**src/rtl/seg7_scan_ctrl_pkg.sv**
```systemverilog
// seg7_scan_ctrl_pkg: segment glyphs {g,f,e,d,c,b,a} and scan FSM state codes
package seg7_scan_ctrl_pkg;
  localparam logic [6:0] SEG_0     = 7'h3F;
  localparam logic [6:0] SEG_1     = 7'h06;
  localparam logic [6:0] SEG_2     = 7'h5B;
  localparam logic [6:0] SEG_3     = 7'h4F;
  localparam logic [6:0] SEG_4     = 7'h66;
  localparam logic [6:0] SEG_5     = 7'h6D;
  localparam logic [6:0] SEG_6     = 7'h7D;
  localparam logic [6:0] SEG_7     = 7'h07;
  localparam logic [6:0] SEG_8     = 7'h7F;
  localparam logic [6:0] SEG_9     = 7'h6F;
  localparam logic [6:0] SEG_A     = 7'h77;
  localparam logic [6:0] SEG_B     = 7'h7C;
  localparam logic [6:0] SEG_C     = 7'h39;
  localparam logic [6:0] SEG_D     = 7'h5E;
  localparam logic [6:0] SEG_E     = 7'h79;
  localparam logic [6:0] SEG_F     = 7'h71;
  localparam logic [6:0] SEG_BLANK = 7'h00;
  localparam logic [6:0] GLYPH [16] = '{SEG_0, SEG_1, SEG_2, SEG_3, SEG_4, SEG_5, SEG_6, SEG_7,
                                        SEG_8, SEG_9, SEG_A, SEG_B, SEG_C, SEG_D, SEG_E, SEG_F};
  typedef enum logic {ST_GUARD, ST_SHOW} scan_st_t;
endpackage

```
**src/rtl/seg7_hex_dec.sv**
```systemverilog
// seg7_hex_dec: {blank, nibble} to active-high segment pattern
module seg7_hex_dec
  import seg7_scan_ctrl_pkg::*;
(
  input  logic [4:0] i_digit,
  output logic [6:0] o_seg
);
  assign o_seg = i_digit[4] ? SEG_BLANK : GLYPH[i_digit[3:0]];
endmodule

```
**src/rtl/seg7_scan_ctrl.sv**
```systemverilog
// seg7_scan_ctrl: 8-digit multiplexed 7-segment scanner with tear-free shadow/active buffers
module seg7_scan_ctrl
  import seg7_scan_ctrl_pkg::*;
#(
  parameter int NUM_DIG = 8,
  parameter int DIV     = 50000,
  parameter int GUARD   = 64,
  localparam int IDX_W  = $clog2(NUM_DIG),
  localparam int CNT_W  = $clog2(DIV)
)(
  input  logic               clk,
  input  logic               rst_n,
  input  logic               wr_en,
  input  logic [2:0]         wr_addr,
  input  logic [3:0]         wr_data,
  input  logic               wr_blank,
  input  logic               commit,
  output logic               busy,
  output logic [6:0]         seg,
  output logic [NUM_DIG-1:0] seg_en,
  output logic [IDX_W-1:0]   digit_idx,
  output logic               frame_tick
);
  scan_st_t           r_state, w_next_state;
  logic [CNT_W-1:0]   r_div_cnt;
  logic [IDX_W-1:0]   r_digit_idx;
  logic               r_frame_tick, r_busy;
  logic [6:0]         r_seg, w_seg_nxt, w_dec_seg;
  logic [NUM_DIG-1:0] r_seg_en, w_seg_en_nxt;
  logic [4:0]         r_shadow [NUM_DIG];
  logic [4:0]         r_active [NUM_DIG];
  logic               w_last_cnt, w_guard_end, w_slot_end, w_frame_end, w_copy;

  assign w_last_cnt  = r_div_cnt == CNT_W'(DIV - 1);
  assign w_guard_end = r_div_cnt == CNT_W'(GUARD - 1);
  assign w_slot_end  = (r_state == ST_SHOW) && w_last_cnt;
  assign w_frame_end = w_slot_end && (r_digit_idx == IDX_W'(NUM_DIG - 1));
  assign w_copy      = r_busy && r_frame_tick;

  seg7_hex_dec u_dec (.i_digit(r_active[r_digit_idx]), .o_seg(w_dec_seg));

  // slot timer: div_cnt free-runs 0..DIV-1 across guard and show phases
  always_ff @(posedge clk or negedge rst_n)
    if (!rst_n) r_div_cnt <= '0;
    else        r_div_cnt <= w_last_cnt ? '0 : r_div_cnt + 1'b1;

  // FSM state register and digit/frame sequencing
  always_ff @(posedge clk or negedge rst_n)
    if (!rst_n) begin
      r_state      <= ST_GUARD;
      r_digit_idx  <= '0;
      r_frame_tick <= 1'b0;
    end else begin
      r_state      <= w_next_state;
      r_frame_tick <= w_frame_end;
      if (w_slot_end) r_digit_idx <= w_frame_end ? '0 : r_digit_idx + 1'b1;
    end

  // next state plus unregistered view of the pins for the current slot
  always_comb begin
    w_next_state = r_state;
    w_seg_nxt    = SEG_BLANK;
    w_seg_en_nxt = '0;
    if (r_state == ST_GUARD) begin
      if (w_guard_end) w_next_state = ST_SHOW;
    end else begin
      w_seg_en_nxt = {{(NUM_DIG-1){1'b0}}, 1'b1} << r_digit_idx;
      w_seg_nxt    = w_dec_seg;
      if (w_last_cnt) w_next_state = ST_GUARD;
    end
  end

  // pin registers: glitch-free outputs with one cycle of fixed latency
  always_ff @(posedge clk or negedge rst_n)
    if (!rst_n) begin
      r_seg    <= SEG_BLANK;
      r_seg_en <= '0;
    end else begin
      r_seg    <= w_seg_nxt;
      r_seg_en <= w_seg_en_nxt;
    end

  // commit handshake: a commit while busy is dropped, copy lands on the frame boundary
  always_ff @(posedge clk or negedge rst_n)
    if (!rst_n) r_busy <= 1'b0;
    else        r_busy <= w_copy ? 1'b0 : (r_busy | commit);

  // digit buffers: reset dark, shadow takes writes, active snapshots pre-write shadow on copy
  always_ff @(posedge clk or negedge rst_n)
    if (!rst_n) begin
      for (int i = 0; i < NUM_DIG; i++) begin
        r_shadow[i] <= 5'h10;
        r_active[i] <= 5'h10;
      end
    end else begin
      if (w_copy) r_active <= r_shadow;
      if (wr_en && (32'(wr_addr) < NUM_DIG)) r_shadow[wr_addr] <= {wr_blank, wr_data};
    end

  assign busy       = r_busy;
  assign seg        = r_seg;
  assign seg_en     = r_seg_en;
  assign digit_idx  = r_digit_idx;
  assign frame_tick = r_frame_tick;
endmodule

```
**config.mk**
```make
export PLATFORM = sky130hd
export DESIGN_NAME = seg7_scan_ctrl
export DESIGN_NICKNAME = d
export VERILOG_FILES = /design/src/rtl/seg7_scan_ctrl_pkg.sv /design/src/rtl/seg7_hex_dec.sv /design/src/rtl/seg7_scan_ctrl.sv
export SDC_FILE = /design/constraint.sdc
export NUM_CORES = 1
export LEC_CHECK = 0
export CAP_MARGIN = 5
export CORE_MARGIN = 2
export CORE_UTILIZATION = 27
export DETAILED_ROUTE_END_ITERATION = 16
export DONT_BUFFER_PORTS = 1
export PLACE_DENSITY = 0.47
export SYNTH_ARGS = -nofsm -noshare
export SYNTH_HDL_FRONTEND = slang
export SYNTH_SLANG_ARGS = --single-unit
```
**constraint.sdc**
```tcl
create_clock -name clk -period 2.6 [get_ports clk]
set_input_delay 0.65 -clock clk [delete_from_list [all_inputs] [get_ports clk]]
set_output_delay 0.65 -clock clk [all_outputs]
set_load 0.02 [all_outputs]
```
==> run metrics <==
Max-Cap Viols=0; Synth area leader=dfrtp_1; num rows=50; nets=411; WL per Instance=16.2 um; pin count of the biggest net entering global routing=118; Tcrit/Tclk final=93.1%; post-synth top area share=49.2%; area of the die=0.0202 mm^2; Starting DRT DRC Count=163; crit end category=register; setup TNS=0 ns; fillers=1813; Multi-input gate area=0.00209 mm^2; initial antenna violation count=0; DRC=0; layout cells sized above 1=38.3%; failing checks=negative hold slack; port buffer count=0; dpl cells=601; GPL Wtd Cong=0.780; Seq/Total Area, Yosys=57.4%; drt first pass iters=5; Most used DFF post-synth=dfrtp_1; Final setup viols=0; vias in the first global route=3066; final cell count without fillers=633; Initial Util=27.5%; Critical Path RT=2.90 ns; CTS tree=built; most frequent cells after synthesis=dfrtp_1, mux2_2, nor2_1, dfstp_2, ha_1; Peak Freq=413 MHz; crit path kind=register to register; Slew Limit Fails=0; CP arrival=2.72 ns; Final Hold Fails=101; GRT Overall Usage=11.5%; Clock Pin Slew Worst Setup and Hold Paths=0.05 ns; Warnings, synthesis=0; global route overflow=0; post-synth cell types=46; die width=142 um; number of vias in the routed layout=2904; clock insertion delay at the later pin of the skew report=0.41 ns; antenna cells=0; actual slew at the worst max-slew pin=0.553 ns; Post-DRT Antenna Nets=0; EDFF count, synth=0; syn avg cell area=14.0 um^2; Die H=142 um; Register Area=0.00295 mm^2; core area=0.0187 mm^2; fin crit period=2.42 ns; first-pass GRT wire length=17.2 mm; H-tree levels=4; Min Hold Slack=-0.0463 ns; top post-synthesis cells by area=dfrtp_1, mux2_2, dfstp_2; synthesized cell area=0.00514 mm^2; Clock Path Buffers=2; leakage=2.78 nW; PwrDens=779 mW/mm^2; CP max FO=5; Syn Nets=392; CTS sink cnt=117; nature of the critical path startpoint=register; count leader, synth=dfrtp_1; RSZ-0062 raised after global routing=no; worst hold path type=input port to asynchronous set/reset pin; Gate Count Post-Synth=367; asr flop ratio synth=100%; Num CTS Buffers=17; status=finished, violations left; total wire length=10.3 mm; postcts setup bufs=0; synthesis-stage register bit count=117; Slew HR=63.1%; root buf cell=clkbuf_16; Peak VDD IR=0.000459 V; DP HPWL=6.77 mm; vias per cell=4.59; post_cts resized=0; IO Pins=32; Area Growth Syn to Fin=18.9%; skew final=0.00666 ns
==> worst max-delay path, stage by stage (launching register included) <==
cell and delay, ns:
dfrtp_1 0.49, mux4_2 0.55, mux2i_1 0.31, inv_1 0.14, ha_1 0.22, inv_1 0.05, nor3_1 0.06, o21bai_1 0.18
a221oi_1 0.31
==> routing by layer <==
layer	routed length (um)	track usage, %
met3	460	4.24
met2	4520	16.9
met4	118	4.42
met5	0	0
met1	5160	15.6
==> sequential cells by signal, indices dropped and copies added, names as in the netlist <==
name	flops
busy	1
seg_en	8
r_state	1
r_div_cnt	16
seg	7
r_shadow	40
frame_tick	1
r_active	40
digit_idx	3
==> power by group <==
part           leakage (nW)  switching [mW]  internal (mW)
sequential             1.50          0.0630           1.98
combinational         0.964          0.0420          0.109
clock                 0.317           0.798           1.77
==> cell type report <==
cell class | count | area share, %
Sequential cell | 117 | 48.2
Tap cell | 234 | 4.79
Inverter | 10 | 0.614
Multi-Input combinational cell | 227 | 34.1
Timing Repair Buffer | 13 | 1.60
Clock buffer | 23 | 7.82
Clock inverter | 9 | 2.82
==> cell families (layout without fill, tap and decap cells) <==
| kind of cell | count (synthesis) | count (layout) | share of synthesized area (%) |
|---|---|---|---|
| buf+inv | 23 | 55 | 2.07 |
| flops | 117 | 117 | 57.4 |
| simple gates | 81 | 81 | 8.33 |
| mux | 102 | 102 | 24.2 |
| xor+xnor | 14 | 14 | 2.39 |
| fa+ha+maj | 13 | 13 | 3.16 |
| compound gates | 17 | 17 | 2.53 |
==> stage by stage <==
stage               power, mW  instance area [um^2]  setup WS [ns]  utilization, %  hold slack [ns]
finish                   4.76                  6110          0.179            32.7          -0.0463
global route             4.96                  6110        0.00621            32.7          -0.0818
CTS                      4.83                  6110          0.161            32.7          -0.0813
detailed placement       2.23                  5460          0.196            29.2            0.367
global placement         2.22                  5460          0.307            29.2            0.367
floorplan                2.19                  5140         0.0179               -            0.354
==> cells in the final DEF, fill, tap and decap left out, types with 3 or more instances in the layout <==
cell,count
xor2_1,8
nand4b_1,3
inv_1,9
nor2b_1,3
clkbuf_16,17
a221oi_1,3
nor3_1,8
clkinv_2,3
bufinv_16,5
dfrtp_1,101
clkbuf_1,3
nor2_1,21
nand4_1,5
and2_1,7
nand2_1,9
mux2i_1,8
nand3_1,10
and3_1,3
dfstp_2,16
ha_1,13
clkbuf_8,3
mux2_2,83
xnor2_1,6
buf_4,13
mux4_2,8
==> path summary, 6_finish.rpt <==
check,start,endpoint,slack (ns),cells past startpoint
min reg2reg,r_div_cnt[0],r_div_cnt[0],0.47,1
max,digit_idx[0],seg[5],0.18,8
max in group asynchronous,rst_n,r_active[34],2.41,0
min,rst_n,r_shadow[0],-0.05,0
min in group clk,commit,busy,0.36,2
max reg2reg,digit_idx[0],seg[5],0.18,8
Power figures use the tool's default switching activity.
